===== config.mk =====
export PLATFORM = sky130hd
export DESIGN_NAME = gauss_sample_collector_flat
export DESIGN_NICKNAME = d
export VERILOG_FILES = /design/src/rtl/gauss_sample_collector_if.sv /design/src/rtl/gauss_sample_collector.sv /design/src/flat_wrapper.sv
export SDC_FILE = /design/constraint.sdc
export NUM_CORES = 1
export LEC_CHECK = 0
export CORE_MARGIN = 3
export CORE_UTILIZATION = 55
export DETAILED_ROUTE_END_ITERATION = 6
export PLACE_DENSITY = 0.75
export SYNTH_ARGS = -nofsm -noshare
export SYNTH_HDL_FRONTEND = slang
export SYNTH_SLANG_ARGS = --single-unit

===== constraint.sdc =====
create_clock -name clk -period 6.6 [get_ports clk]
set_input_delay 1.32 -clock clk [delete_from_list [all_inputs] [get_ports clk]]
set_output_delay 1.32 -clock clk [all_outputs]
set_load 0.02 [all_outputs]

===== src/rtl/gauss_sample_collector_if.sv =====
// Sample-collector bus: post-process input stream, valid/ready output, status and counters.
// The DUT side is the slave modport; the producer/consumer side is the master modport.
interface gauss_sample_collector_if #(
    parameter int DATA_W = 32,
    parameter int ADDR_W = 4
);
    logic              samp_valid;
    logic [DATA_W-1:0] samp_data;
    logic              flush;
    logic              m_valid;
    logic [DATA_W-1:0] m_data;
    logic              m_ready;
    logic              full;
    logic              empty;
    logic [ADDR_W:0]   level;
    logic [15:0]       drop_cnt;
    logic [31:0]       acc_cnt;
    logic [31:0]       rej_cnt;

    modport master (
        output samp_valid, samp_data, flush, m_ready,
        input  m_valid, m_data, full, empty, level, drop_cnt, acc_cnt, rej_cnt
    );

    modport slave (
        input  samp_valid, samp_data, flush, m_ready,
        output m_valid, m_data, full, empty, level, drop_cnt, acc_cnt, rej_cnt
    );
endinterface


===== src/rtl/gauss_sample_collector.sv =====
// Buffers accepted (non-zero) Gaussian samples in a FIFO, discards rejects, counts overflow drops.
// Define GAUSS_STATS_EN to build the acceptance/rejection counters; otherwise they read 0.
module gauss_sample_collector #(
    parameter int DATA_W = 32,
    parameter int DEPTH  = 16,
    parameter int ADDR_W = 4
) (
    input logic                     clk,
    input logic                     rst,
    gauss_sample_collector_if.slave bus
);
    localparam logic [ADDR_W:0]   LVL_FULL = (ADDR_W + 1)'(DEPTH);
    localparam logic [ADDR_W:0]   LVL_ONE  = (ADDR_W + 1)'(1);
    localparam logic [ADDR_W-1:0] PTR_ONE  = ADDR_W'(1);

    logic [DATA_W-1:0] mem [DEPTH];

    logic [ADDR_W-1:0] rd_ptr, rd_ptr_nxt;
    logic [ADDR_W-1:0] wr_ptr, wr_ptr_nxt;
    logic [ADDR_W:0]   level, level_nxt;
    logic              full_q, full_nxt;
    logic              empty_q, empty_nxt;
    logic [15:0]       drop_cnt, drop_cnt_nxt;

    logic acc;
    logic pop;
    logic push;
    logic drop;

    // A genuine zero sample is indistinguishable from a reject and is dropped as one.
    assign acc  = bus.samp_valid && (bus.samp_data != '0);
    assign pop  = !empty_q && bus.m_ready;
    assign push = acc && (!full_q || pop) && !bus.flush;
    assign drop = acc && full_q && !pop && !bus.flush;

    // NOTE: every variable written here gets a default first, so no path leaves it
    // unassigned and no latch is inferred.
    always_comb begin
        rd_ptr_nxt   = rd_ptr;
        wr_ptr_nxt   = wr_ptr;
        level_nxt    = level;
        drop_cnt_nxt = drop_cnt;

        if (bus.flush) begin
            rd_ptr_nxt = '0;
            wr_ptr_nxt = '0;
            level_nxt  = '0;
        end else begin
            if (push) wr_ptr_nxt = wr_ptr + PTR_ONE;
            if (pop)  rd_ptr_nxt = rd_ptr + PTR_ONE;
            unique case ({push, pop})
                2'b10:   level_nxt = level + LVL_ONE;
                2'b01:   level_nxt = level - LVL_ONE;
                default: level_nxt = level;
            endcase
            if (drop && (drop_cnt != 16'hFFFF)) drop_cnt_nxt = drop_cnt + 16'd1;
        end

        full_nxt  = (level_nxt == LVL_FULL);
        empty_nxt = (level_nxt == '0);
    end

    // NOTE: state registers use non-blocking assignments so every flop samples the
    // pre-edge values regardless of statement order.
    always_ff @(posedge clk) begin
        if (rst) begin
            rd_ptr   <= '0;
            wr_ptr   <= '0;
            level    <= '0;
            full_q   <= 1'b0;
            empty_q  <= 1'b1;
            drop_cnt <= '0;
        end else begin
            rd_ptr   <= rd_ptr_nxt;
            wr_ptr   <= wr_ptr_nxt;
            level    <= level_nxt;
            full_q   <= full_nxt;
            empty_q  <= empty_nxt;
            drop_cnt <= drop_cnt_nxt;
        end
    end

    // NOTE: storage is deliberately not reset; it is never observed while empty, and
    // leaving reset off lets it map onto plain RAM/flop arrays without reset muxes.
    always_ff @(posedge clk) begin
        if (!rst && push) mem[wr_ptr] <= bus.samp_data;
    end

    assign bus.m_valid  = !empty_q;
    assign bus.m_data   = empty_q ? '0 : mem[rd_ptr];
    assign bus.full     = full_q;
    assign bus.empty    = empty_q;
    assign bus.level    = level;
    assign bus.drop_cnt = drop_cnt;

`ifdef GAUSS_STATS_EN
    logic        rej;
    logic [31:0] acc_cnt;
    logic [31:0] rej_cnt;

    assign rej = bus.samp_valid && (bus.samp_data == '0);

    // Counts every qualified sample, including drops and flush-cycle arrivals; wraps.
    always_ff @(posedge clk) begin
        if (rst) begin
            acc_cnt <= '0;
            rej_cnt <= '0;
        end else begin
            if (acc) acc_cnt <= acc_cnt + 32'd1;
            if (rej) rej_cnt <= rej_cnt + 32'd1;
        end
    end

    assign bus.acc_cnt = acc_cnt;
    assign bus.rej_cnt = rej_cnt;
`else
    assign bus.acc_cnt = '0;
    assign bus.rej_cnt = '0;
`endif
endmodule


===== src/flat_wrapper.sv =====
// flat-port wrapper written by rule: the top's interface ports become plain ports
module gauss_sample_collector_flat 
#(
    parameter int DATA_W = 32,
    parameter int DEPTH  = 16,
    parameter int ADDR_W = 4
)
  (clk, rst, bus_samp_valid, bus_samp_data, bus_flush, bus_m_ready, bus_m_valid, bus_m_data, bus_full, bus_empty, bus_level, bus_drop_cnt, bus_acc_cnt, bus_rej_cnt);
  gauss_sample_collector_if #(.DATA_W(DATA_W), .ADDR_W(ADDR_W)) bus_i ();
  input logic clk;
  input logic rst;
  input wire logic [$bits(bus_i.samp_valid)-1:0] bus_samp_valid;
  input wire logic [$bits(bus_i.samp_data)-1:0] bus_samp_data;
  input wire logic [$bits(bus_i.flush)-1:0] bus_flush;
  input wire logic [$bits(bus_i.m_ready)-1:0] bus_m_ready;
  output wire logic [$bits(bus_i.m_valid)-1:0] bus_m_valid;
  output wire logic [$bits(bus_i.m_data)-1:0] bus_m_data;
  output wire logic [$bits(bus_i.full)-1:0] bus_full;
  output wire logic [$bits(bus_i.empty)-1:0] bus_empty;
  output wire logic [$bits(bus_i.level)-1:0] bus_level;
  output wire logic [$bits(bus_i.drop_cnt)-1:0] bus_drop_cnt;
  output wire logic [$bits(bus_i.acc_cnt)-1:0] bus_acc_cnt;
  output wire logic [$bits(bus_i.rej_cnt)-1:0] bus_rej_cnt;
  assign bus_i.samp_valid = bus_samp_valid;
  assign bus_i.samp_data = bus_samp_data;
  assign bus_i.flush = bus_flush;
  assign bus_i.m_ready = bus_m_ready;
  assign bus_m_valid = bus_i.m_valid;
  assign bus_m_data = bus_i.m_data;
  assign bus_full = bus_i.full;
  assign bus_empty = bus_i.empty;
  assign bus_level = bus_i.level;
  assign bus_drop_cnt = bus_i.drop_cnt;
  assign bus_acc_cnt = bus_i.acc_cnt;
  assign bus_rej_cnt = bus_i.rej_cnt;
  gauss_sample_collector #(.DATA_W(DATA_W), .DEPTH(DEPTH), .ADDR_W(ADDR_W)) u_core (.clk(clk), .rst(rst), .bus(bus_i));
endmodule

# Word-level counts from Yosys, hierarchy flattened
# Memory sizes are Yosys's and may differ from the RTL's. A register that Yosys moved wholly into a read port is not among the register bits.
# Index checks and enable logic that the tools add are counted.
[word_totals] elab_cells=43 ram_bits=512 inputBits=37 register_bits=31 mem_count=1
[memory_table] name="u_core.mem" depth=16 width=32 rd=1 rd_clocked_by_memory_dff=1 write_ports=1 line_no="gauss_sample_collector.sv:16" text="logic [DATA_W-1:0] mem [DEPTH];"
[op_classes] n_eq_ne=4 reduce_logical=19 n_mux=7 bitwise_logic=1 addsub=5
[op_table] cell="32-bit two-way mux" n=1
[op_table] cell="32-bit nonzero test" n=1
[op_table] cell="16-bit by 1-bit adder with 16-bit output, second input constant" n=1
[op_table] cell="16-bit inequality test, second input constant" n=1
[op_table] cell="5-bit case mux with 2 select lines" n=1
[op_table] cell="1-bit logical AND" n=9
[op_table] cell="4-bit by 1-bit adder with 4-bit output, second input constant" n=2
[op_table] cell="4-bit two-way mux" n=2
[op_table] cell="5-bit by 1-bit adder with 5-bit output, second input constant" n=1
[op_table] cell="5-bit == test, second input constant" n=1
[op_table] cell="1-bit zero test" n=5
[op_table] cell="5-bit zero test" n=1
[op_table] cell="5-bit two-way mux" n=1
[op_table] cell="5-bit by 1-bit subtractor with 5-bit output, second input constant" n=1
[op_table] cell="2-bit by 1-bit == test with 1-bit output, second input constant" n=1
[op_table] cell="2-bit == test, second input constant" n=1
[op_table] cell="1-bit two-way mux" n=2
[op_table] cell="2-bit AND reduction" n=1
[op_table] cell="2-bit OR reduction" n=1
[op_table] cell="1-bit logical OR" n=1
[op_table] cell="1-bit inverter" n=1

# Depth between registers and ports, before layout
# Gate-level depths: netlist of the first run.
[logic_depth] ltp_word=9 mapped_depth=14

# Least setup slack after synthesis of the first run
# OpenSTA, ideal clock, no wires.
[synth_timing] kind="input -> register" start="in bus_m_ready" end="mem u_core.mem[4][0], enable pin" t_arrival_ns=4.515 required_time_ns=6.139 path_slack_ns=1.624 path_stages=6 cell_sequence="nor2b_1 > buf_2 > inv_1 > a21oi_1 > nand2_1 > nor3_1"
[synth_via] elab_chain_len=7
[synth_rtl] item="start, declared" line_no="flat_wrapper.sv:15" text="input wire logic [$bits(bus_i.m_ready)-1:0] bus_m_ready;"
[synth_rtl] item="1-bit logical AND" line_no="gauss_sample_collector.sv:32" text="assign pop = !empty_q && bus.m_ready;"
[synth_rtl] item="net u_core.pop" line_no="gauss_sample_collector.sv:26" text="logic pop;"
[synth_rtl] item="1-bit logical OR" line_no="gauss_sample_collector.sv:33" text="assign push = acc && (!full_q || pop) && !bus.flush;"
[synth_rtl] item="1-bit logical AND (2 in series)" line_no="gauss_sample_collector.sv:33"
[synth_rtl] item="1-bit logical AND" line_no="gauss_sample_collector.sv:86" text="if (!rst && push) mem[wr_ptr] <= bus.samp_data;"
[synth_rtl] item="1-bit two-way mux" line_no="gauss_sample_collector.sv:86"
[synth_rtl] item="1-bit two-way mux (implied by the code)" line_no="gauss_sample_collector.sv:86"
[synth_rtl] item="end, declared" line_no="gauss_sample_collector.sv:16"
# The timed path passes the listed nets, and every way through them passes these cells.

# Final worst setup path of the first run
[layout_timing] start="in bus_samp_data[1]" end="reg u_core.empty_q (netlist: u_core.bus.empty)"
[layout_via] elab_chain_len=8
[layout_rtl] item="start, declared" line_no="flat_wrapper.sv:13" text="input wire logic [$bits(bus_i.samp_data)-1:0] bus_samp_data;"
[layout_rtl] item="32-bit nonzero test (*)" line_no="gauss_sample_collector.sv:31" text="assign acc = bus.samp_valid && (bus.samp_data != '0);"
[layout_rtl] item="1-bit logical AND (*)" line_no="gauss_sample_collector.sv:31"
[layout_rtl] item="1-bit logical AND (*) (2 in series)" line_no="gauss_sample_collector.sv:33"
[layout_rtl] item="2-bit by 1-bit == test with 1-bit output or 2-bit == test (tied branches)" line_no="gauss_sample_collector.sv:51" text="unique case ({push, pop})"
[layout_rtl] item="5-bit case mux with 2 select lines (*)" line_no="gauss_sample_collector.sv:51"
[layout_rtl] item="5-bit two-way mux (*)" line_no="gauss_sample_collector.sv:44" text="if (bus.flush) begin"
[layout_rtl] item="5-bit zero test (*)" line_no="gauss_sample_collector.sv:60" text="empty_nxt = (level_nxt == '0);"
[layout_rtl] item="end signal, assigned" line_no="gauss_sample_collector.sv:78" text="empty_q <= empty_nxt;"
[layout_rtl] item="end, declared" line_no="gauss_sample_collector.sv:22" text="logic empty_q, empty_nxt;"
# Mark *: on every way between the ends. The rest lies on a longest branch, timed or not.
# A chain may end at the register's enable or synchronous reset.

==> impl_metrics.csv, run 1 <==
group,metric,value,unit
yosys,synth_edf_count,512,
cts,clock_latency,0.57,ns
worst_setup_path,crit_start,"bus_samp_data[1]",
final_layout,regArea,16100,um^2
worst_setup_path,crit_required,7.06,ns
cts,cts_max_path_buffers,3,
placement,place.gp.congestion,0.775,
sta,drv_slew,0,
sta,tightest_slew,1.06,ns
sta,relSlewSlack,29.5,%
routing,wl,44.9,mm
cts,cts_hold_buffers,0,
routing,postRouteAntennaNets,0,
worst_setup_path,crit_type,"in -> reg",
run,max_cap_violations,0,
global_routing,grt-ovfl-total,0,
yosys,ys_ff_latch,547,
pwr,cellInternalPower,5480,uW
routing,drt_iter0_markers,971,
global_routing,grt_pass1_vias,10600,
yosys,ys_types,41,
yosys,syn_area,21700,um^2
cts,cts-resized-gates,0,
yosys,yosysSeqAreaShare,74.1,%
yosys,yosysTopAreaCellShare,70.9,%
worst_setup_path,r2r-start,"u_core.bus.empty",
final_layout,final_cell_area,24900,um^2
routing,dr.pass1.iters,4,
floorplanning,die_x,205,um
pwr,clkPwrFrac,41.3,%
cts,clk_pin_slew,0.06,ns
pwr,power.density,275,nW/um^2
worst_setup_path,reg2regPathDepth,12,
pwr,p_sw,1360,uW
yosys,syn_avg_cell_area,21.0,um^2
global_routing,grt_max_degree,71,
routing,wire_per_inst,26.1,um
sta,period_share,81.0,%
worst_setup_path,endpoint_kind,"register",
sta,fmax,0.187,GHz
final_layout,fin_nets,1215,
routing,vias,10200,
yosys,ys_warn_count,0,
sta,rsz0062_at_grt,"false",
final_layout,drive_above_1_share,24.4,%
sta,fin_skew,0.0123,ns
global_routing,antenna_found_initial,2,
placement,hpwl,24.3,mm
outcome,outcome,"complete, no violations",
yosys,synth.largest_area_cell,"edfxtp_1",
final_layout,multi_input_area,5220,um^2
floorplanning,core-area,38800,um^2
yosys,synth_common_cells,"512 x edfxtp_1, 160 x mux4_2, 66 x buf_4",
final_layout,fin_util,64.1,%
cts,cts_tree,"built",
routing,drc_errors,0,
yosys,synthCells,1031,
global_routing,grt_util_all_layers,22.1,%
pwr,p_comb_share,3.1,%
pwr,leakage,0.00765,uW
yosys,ys.flop_type,"edfxtp_1",
pwr,vdd_ir_drop_max,168,uV
yosys,ys_async_sr_fraction,0,%
sta,finalSetupViolations,0,
worst_setup_path,arrival,5.81,ns
pwr,p_sw_share,19.9,%
cts,cts_setup_buffers,0,
placement,port_buffers,92,
sta,hold_violations,0,
cts,cts_sinks,547,
floorplanning,die_h,205,um
yosys,yosys-top-cells-area,"edfxtp_1 71%, mux4_2 17%, dfxtp_1 3.2%",
cts,h-tree-depth,2,
final_layout,layout-area-overhead-vs-synth,14.7,%
cts,cts_root_buf,"clkbuf_16",
worst_setup_path,r2r_end,"u_core.bus.empty",
sta,tns,0,ns
placement,placed_cell_area,23300,um^2
final_layout,fillers,2547,
floorplanning,fp-row-count,72,
sta,fin_crit,5.35,ns
worst_setup_path,r2r_setup_slack,2.97,ns
worst_setup_path,critPathCapture,"u_core.bus.empty",
floorplanning,fp.dieArea,41800,um^2
pwr,pwr-share-seq,55.6,%
hold_path,hold_path.class,"reg -> reg",
cts,cts_made_buffers,53,
worst_setup_path,critPathLaunchType,"input pin",
routing,via_per_inst,5.93,
yosys,yosysMostFrequentCell,"edfxtp_1",
floorplanning,start_util,55.9,%
global_routing,grt_pass1_wl,67.9,mm
worst_setup_path,crit_path_max_fanout,17,
floorplanning,ios,157,
==> worst max-delay path, cell delays in order <==
cell and delay (ns):
clkdlybuf4s50_1 0.71, nor4_1 0.71, nand4_1 0.39, o21ai_0 0.36
a21oi_1 0.20, nand2b_1 0.14, ha_1 0.23, inv_1 0.10
fa_1 0.42, nor2b_1 0.13, o21ai_0 0.11, nand3_1 0.09
or3b_2 0.45, xor2_1 0.18, a41o_1 0.24
==> layer usage <==
| layer | up-vias | wire length (um) | global-route usage [%] | part of all wire [%] |
|---|---|---|---|---|
| met5 | - | 20 | 0 | 0.045 |
| met4 | 2 | 774 | 5.14 | 1.7 |
| met3 | 66 | 3630 | 4.45 | 8.1 |
| met2 | 463 | 22700 | 36.2 | 50 |
| met1 | 5337 | 17800 | 31.2 | 40 |
| li1 | 4367 | - | - | - |
==> layout make-up <==
class / instances / share of cell area [%]
multi-input cells: 427 / 21.0
repair buffers: 129 / 5.12
inverters: 9 / 0.136
diodes: 1 / 0.0101
well taps: 518 / 2.61
clock buffers: 70 / 5.79
clock inverters: 24 / 0.699
flip-flops and latches: 547 / 64.7
==> layout by cell type, fill, tap and decap left out, types with 3 or more instances in the layout <==
cell               n
xnor2_1           19
clkinv_2          10
clkbuf_16         54
mux4_2           160
o21ai_0            3
clkbuf_8           3
nor2_1            32
nand4_1            6
nor3_1             7
nor3_2             4
nand3_1           10
dfxtp_1           31
xor2_1             5
nor2b_1            4
nand2_1           16
and2_1            32
edfxtp_1         512
conb_1            64
ha_1              10
inv_1              9
clkdlybuf4s50_1   92
nor4_1            14
clkbuf_1          13
buf_12             6
a21oi_1            6
buf_4             31
nor2_4            12
clkinv_1           8
==> worst min path at each step <==
stage                                      start                endpoint  cells after the start
after global routing            u_core.rd_ptr[1]                register                      2
after global placement          u_core.rd_ptr[3]                register                      2
final                           u_core.rd_ptr[1]                register                      2
after CTS                 u_core.bus.drop_cnt[1]  u_core.bus.drop_cnt[1]                      2
after floorplan                 u_core.rd_ptr[3]                register                      2
after detailed placement        u_core.rd_ptr[3]                register                      2
==> metrics by stage <==
stage	hold slack [ns]	cells	total power (uW)	setup WS, ns
6_report	0.549	1725	6840	1.25
5_1_grt	0.586	1725	7030	1.13
4_1_cts	0.553	1724	6880	1.39
3_5_place_dp	0.536	1630	4090	0.815
3_3_place_gp	0.503	1630	4080	0.868
2_1_floorplan	0.485	1094	4010	1.62
==> kinds of logic (layout without fill, tap and decap cells) <==
kind of cell             after synthesis  count (layout)  synth area share, %
AO/OA/AOI/OAI                         16              16                0.467
XOR/XNOR                              24              24                0.969
adder cells (fa/ha/maj)               11              11                0.669
buffers and inverters                120             232                 3.41
flip-flops                           547             547                 74.1
multiplexers                         162             162                 16.7
other                                  1              65               0.0173
AND/OR/NAND/NOR                      150             150                 3.63
==> flip-flops by register name, summed over array words and instances (netlist names), named ones only <==
| name | count |
|---|---|
| u_core.mem | 512 |
| u_core.bus.level | 5 |
| u_core.bus.full | 1 |
| u_core.rd_ptr | 4 |
| u_core.wr_ptr | 4 |
| u_core.bus.empty | 1 |
| u_core.bus.drop_cnt | 16 |
==> power by group through the flow <==
stage	sequential, uW	combinational [uW]	clock, uW
detailed placement	3880	208	0
finish	3800	209	2830
global route	3800	226	3000
global placement	3880	203	0
CTS	3800	209	2860
floorplan	3880	133	0
(Power assumes the default switching activity.)
==> inputs of run 2 (changes only) <==
Clock period 6.6 ns to 5.25 ns, I/O delays scaled along.
==> run 2 against run 1 <==
  * Total power increased by 28%
  * Global-route usage increased by 0.83 points
  * Core utilization increased by 1.3 points
  * Clock skew increased by 0.0019 ns
  * First-iteration DRC count increased by 11%
  * Highest routed layer is now met4
  * Critical path depth decreased by 10
  * Largest cell class unchanged
  * Flip-flop and latch count unchanged
  * Critical endpoint is now bus_m_data[16]
==> impl_metrics.csv, run 2 (same netlist as run 1, synthesis figures left out) <==
group,metric,value,unit
outcome,outcome,"complete, no violations",
worst_setup_path,crit_path_top_delay_cell,"dfxtp_4",
final_layout,stdcell_count,1773,
sta,period_share,87.9,%
routing,dr.pass1.iters,7,
final_layout,layout.cells.most_common,"edfxtp_1",
worst_setup_path,path_cells,"buf_4 -> mux4_2 -> mux4_2 -> and2_1 -> clkdlybuf4s50_1",
hold_path,min-delay-start,"u_core.rd_ptr[3]",
run,max_cap_violations,0,
placement,dp_cells,1674,
sta,fin_crit,4.61,ns
pwr,pwr-share-seq,54.4,%
routing,via_per_inst,6.00,
cts,cts_max_path_buffers,3,
cts,cts_hold_buffers,0,
sta,rsz0062_at_grt,"false",
cts,cts_root_buf,"clkbuf_16",
pwr,power.density,346,nW/um^2
final_layout,diodes,0,
pwr,leakage,0.00792,uW
cts,cts_setup_buffers,0,
final_layout,drive_above_1_share,27.6,%
hold_path,hold_path.class,"reg -> reg",
pwr,cellInternalPower,7010,uW
worst_setup_path,crit_type,"reg -> out",
global_routing,grt_pass1_vias,10900,
cts,cts_made_buffers,53,
worst_setup_path,path_delay_family,"multiplexers",
pwr,p_sw,1780,uW
routing,drc_errors,0,
routing,wire_per_inst,26.6,um
sta,hold_violations,0,
worst_setup_path,max_stage_delay,0.78,ns
cts,h-tree-depth,2,
routing,vias,10600,
cts,cts_sinks,547,
worst_setup_path,timing.critical_path.buf_inv,2,
routing,wl,47.1,mm
placement,place.gp.congestion,0.776,
routing,postRouteAntennaNets,0,
final_layout,fin_nets,1259,
sta,relSlewSlack,22.7,%
pwr,p_comb_share,3.3,%
sta,fin_skew,0.0142,ns
final_layout,layout-area-overhead-vs-synth,17.0,%
sta,whs,0.521,ns
floorplanning,fp-row-count,72,
final_layout,largest_register_ffs,512,
pwr,clkPwrFrac,42.3,%
worst_setup_path,critPathLaunchType,"register",
sta,fmax,0.217,GHz
placement,port_buffers,92,
floorplanning,die_x,205,um
sta,tightest_slew,1.16,ns
pwr,vdd_ir_drop_max,279,uV
worst_setup_path,crit_path_max_fanout,29,
worst_setup_path,endpoint_kind,"output port",
global_routing,antenna_found_initial,0,
global_routing,grt_pass1_wl,69.7,mm
floorplanning,start_util,55.9,%
final_layout,final_cell_mix,"512 x edfxtp_1, 160 x mux4_2, 92 x clkdlybuf4s50_1, 69 x buf_4, 64 x conb_1",
cts,cts_tree,"built",
worst_setup_path,cpMostUsedCell,"mux4_2",
sta,finalSetupViolations,0,
cts,clk_pin_slew,0.06,ns
final_layout,reg_top3,"u_core.mem (512), u_core.bus.drop_cnt (16), u_core.bus.level (5)",
floorplanning,core-area,38800,um^2
cts,cts-resized-gates,0,
placement,hpwl,26.7,mm
routing,drt_iter0_markers,1076,
cts,clock_latency,0.59,ns
worst_setup_path,arrival,3.56,ns
sta,drv_slew,0,
global_routing,grt_util_all_layers,22.9,%
final_layout,fillers,2487,
worst_setup_path,crit_required,4.20,ns
final_layout,regMostFlops,"u_core.mem",
floorplanning,ios,157,
floorplanning,fp.dieArea,41800,um^2
worst_setup_path,r2r-start,"u_core.bus.empty",
floorplanning,die_h,205,um
global_routing,grt_max_degree,53,
global_routing,grt-ovfl-total,0,
sta,tns,0,ns
pwr,p_sw_share,20.2,%
## run 2: cell types whose count changed in the layout (fill, tap and decap cells not counted), moves of 5 or more
cell      before  now
buf_4         31   69
buf_12         6   12
clkbuf_1      13    7
clkinv_2      10   15
## run 2: cell type report
type / count / area, um^2 / share of cell area [%]
well taps: 518 / 648 / 2.55
multi-input cells: 427 / 5220 / 20.6
inverters: 9 / 33.8 / 0.133
clock buffers: 61 / 1380 / 5.43
repair buffers: 173 / 1680 / 6.62
clock inverters: 38 / 327 / 1.29
flip-flops and latches: 547 / 16100 / 63.4
## run 2: metrics by stage
stage / worst slack, ns / utilization [%] / area (um^2) / total power, uW
after detailed placement: 0.297 / 61.0 / 23700 / 5160
after global routing: 0.481 / 65.3 / 25400 / 9030
after global placement: 0.271 / 61.0 / 23700 / 5160
after CTS: 0.572 / 65.3 / 25400 / 8840
final: 0.636 / 65.3 / 25400 / 8790
after floorplan: 0.544 / - / 21900 / 5040
## run 2: worst paths after layout
| kind | end | slack [ns] | cells after the start |
|---|---|---|---|
| min | register | 0.52 | 2 |
| max reg2reg | u_core.bus.empty | 1.95 | 12 |
| max | bus_m_data[16] | 0.64 | 5 |
| min reg2reg | register | 0.52 | 2 |
## run 2: layer usage
metal	up-vias	global-route usage, %	share of wire, %
met5	-	0	0
met4	0	6.46	2.3
met3	83	4.86	8.4
met2	564	36.8	50
met1	5530	32.5	39
li1	4456	-	-
## run 2: power groups by stage
stage / Clock, uW / Sequential (uW) / Combinational (uW)
after floorplan: 0 / 4880 / 167
after detailed placement: 0 / 4870 / 289
after CTS: 3770 / 4780 / 291
after global routing: 3940 / 4780 / 313
final: 3720 / 4780 / 290
after global placement: 0 / 4870 / 284
## run 2: worst register-to-register path, stage by stage (launching register included)
cell and delay (ns):
dfxtp_1 0.35, nor2b_1 0.52, inv_1 0.12, a21oi_1 0.23, nand2b_1 0.09, ha_1 0.24, ha_1 0.31, nor2b_1 0.14
o21ai_0 0.21, a21oi_1 0.11, or3b_2 0.47, xor2_1 0.18, a41o_1 0.24
==> inputs of run 3 (changes only) <==
Settings changed: CELL_PAD_IN_SITES_DETAIL_PLACEMENT from default to 0, CELL_PAD_IN_SITES_GLOBAL_PLACEMENT from default to 1, CORE_UTILIZATION 55 to 51, PLACE_DENSITY 0.75 to default, PLACE_DENSITY_LB_ADDON from default to 0.1.
==> run 3 against run 2 <==
  * Non-clock buffer count is 5 higher
  * Via count fell by 2.2%
  * Register-to-register slack better by 0.44 ns
  * Flip-flop and latch count stayed put
  * Sequential power about the same
  * Highest routed layer unchanged
  * Wire length up 1.7%
  * Largest power group unchanged
  * Final area rose by 0.45%
  * Cell count up 1.3%
==> impl_metrics.csv, run 3 (same netlist as run 1, synthesis figures left out) <==
group,metric,value,unit
final_layout,layout.cells.most_common,"edfxtp_1",
worst_setup_path,worst-path-stages,5,
worst_setup_path,crit_path_max_fanout,52,
floorplanning,die_x,212,um
cts,cts-resized-gates,0,
worst_setup_path,r2r_end,"u_core.bus.empty",
global_routing,grt_pass1_vias,10800,
worst_setup_path,path_delay_family,"multiplexers",
floorplanning,start_util,52.4,%
routing,postRouteAntennaNets,0,
run,max_cap_violations,0,
sta,fin_skew,0.00983,ns
routing,wire_per_inst,26.7,um
sta,period_share,87.3,%
sta,hold_violations,0,
final_layout,final_cell_area,25500,um^2
placement,place.gp.congestion,0.719,
final_layout,reg_top3,"u_core.mem (512), u_core.bus.drop_cnt (16), u_core.bus.level (5)",
floorplanning,fp.dieArea,45000,um^2
global_routing,grt_util_all_layers,21.8,%
worst_setup_path,cpMostUsedCell,"mux4_2",
global_routing,grt_max_degree,53,
global_routing,grt-ovfl-total,0,
worst_setup_path,r2r_setup_slack,2.39,ns
worst_setup_path,max_stage_delay,0.65,ns
routing,wl,47.9,mm
worst_setup_path,path_cells,"buf_12 -> mux4_2 -> mux4_2 -> and2_1 -> clkdlybuf4s50_1",
floorplanning,fp-row-count,74,
pwr,leakage,0.00799,uW
floorplanning,ios,157,
worst_setup_path,critPathLaunchType,"register",
placement,port_buffers,92,
final_layout,diodes,0,
final_layout,drive_above_1_share,27.4,%
worst_setup_path,crit_path_top_delay_cell,"dfxtp_4",
sta,relSlewSlack,29.3,%
final_layout,layout-area-overhead-vs-synth,17.5,%
worst_setup_path,endpoint_kind,"output port",
final_layout,final_cell_mix,"512 x edfxtp_1, 160 x mux4_2, 92 x clkdlybuf4s50_1, 76 x buf_4, 64 x conb_1",
cts,cts_max_path_buffers,3,
outcome,outcome,"complete, no violations",
cts,h-tree-depth,2,
hold_path,hold_path.class,"reg -> reg",
final_layout,fin_nets,1267,
global_routing,grt_pass1_wl,71.0,mm
worst_setup_path,reg2regPathDepth,13,
routing,drc_errors,0,
cts,cts_hold_buffers,0,
cts,cts_sinks,547,
sta,tns,0,ns
cts,cts_tree,"built",
worst_setup_path,timing.critical_path.buf_inv,2,
worst_setup_path,critPathCapture,"bus_m_data[31]",
cts,clock_latency,0.59,ns
sta,fin_crit,4.59,ns
pwr,vdd_ir_drop_max,209,uV
routing,via_per_inst,5.79,
worst_setup_path,r2r-start,"u_core.bus.empty",
placement,hpwl,27.7,mm
pwr,power.density,351,nW/um^2
floorplanning,die_h,212,um
sta,drv_slew,0,
placement,placed_cell_area,23700,um^2
sta,fmax,0.218,GHz
cts,clk_pin_slew,0.06,ns
cts,cts_root_buf,"clkbuf_16",
routing,vias,10400,
cts,cts_setup_buffers,0,
worst_setup_path,crit_required,4.20,ns
floorplanning,core-area,41400,um^2
routing,dr.pass1.iters,5,
sta,tightest_slew,1.06,ns
cts,cts_made_buffers,56,
sta,rsz0062_at_grt,"false",
sta,finalSetupViolations,0,
worst_setup_path,arrival,3.54,ns
final_layout,regMostFlops,"u_core.mem",
routing,drt_iter0_markers,1006,
global_routing,antenna_found_initial,1,
worst_setup_path,crit_type,"reg -> out",
final_layout,largest_register_ffs,512,
run 3: changes by cell type in the layout (fill, tap and decap cells not counted), sizes merged:
cell	before	now
clkbuf	61	69
buf	81	86
clkinvlp	5	0
inv	10	12
clkinv	27	26
run 3: worst reg2reg max path, stage by stage, from the launching register on:
cell and delay [ns]:
dfxtp_1 0.33, nor2b_1 0.12, buf_4 0.17, inv_1 0.06
a21oi_1 0.18, nand2b_1 0.09, ha_1 0.24, ha_1 0.29
nor2b_1 0.13, o21ai_0 0.20, a21oi_1 0.09, or3b_2 0.45
xor2_1 0.18, a41o_1 0.23
run 3: routing by layer:
metal / global-route usage (%) / vias to the layer above / routed length, um
met5: 0 / - / 0
met4: 4.70 / 0 / 781
met3: 4.21 / 63 / 2820
met2: 35.1 / 327 / 23600
met1: 32.0 / 5534 / 20700
li1: - / 4477 / -
run 3: worst min-delay path by stage:
stage	end	depth (start not counted)	startpoint	slack, ns
2_1_floorplan	register	2	u_core.rd_ptr[3]	0.48
3_3_place_gp	register	2	u_core.rd_ptr[3]	0.50
3_5_place_dp	u_core.bus.drop_cnt[1]	2	u_core.bus.drop_cnt[1]	0.53
4_1_cts	register	2	u_core.rd_ptr[3]	0.55
5_1_grt	u_core.bus.drop_cnt[7]	2	u_core.bus.drop_cnt[7]	0.57
6_report	register	2	u_core.rd_ptr[3]	0.54
run 3: final cells by class:
cell class	count	area [um^2]
inverters	9	33.8
fillers	2926	15900
flip-flops and latches	547	16100
clock buffers	69	1500
clock inverters	34	287
well taps	532	666
multi-input cells	427	5220
repair buffers	178	1690
run 3: through the flow:
stage	power [uW]	instances	worst slack, ns	hold WS [ns]	util [%]
after floorplan	5040	1094	0.544	0.485	-
after global placement	5160	1693	0.116	0.505	57.3
after detailed placement	5160	1693	0.152	0.533	57.3
after CTS	9010	1796	0.564	0.546	61.6
after global routing	9220	1796	0.373	0.575	61.6
final	8940	1796	0.665	0.545	61.6
run 3: power breakdown:
group          internal (uW)  leakage, uW  switching, uW
sequential              4770      0.00489           6.80
clock                   2260     0.000880           1600
combinational            110      0.00222            180
total                   7150      0.00799           1790
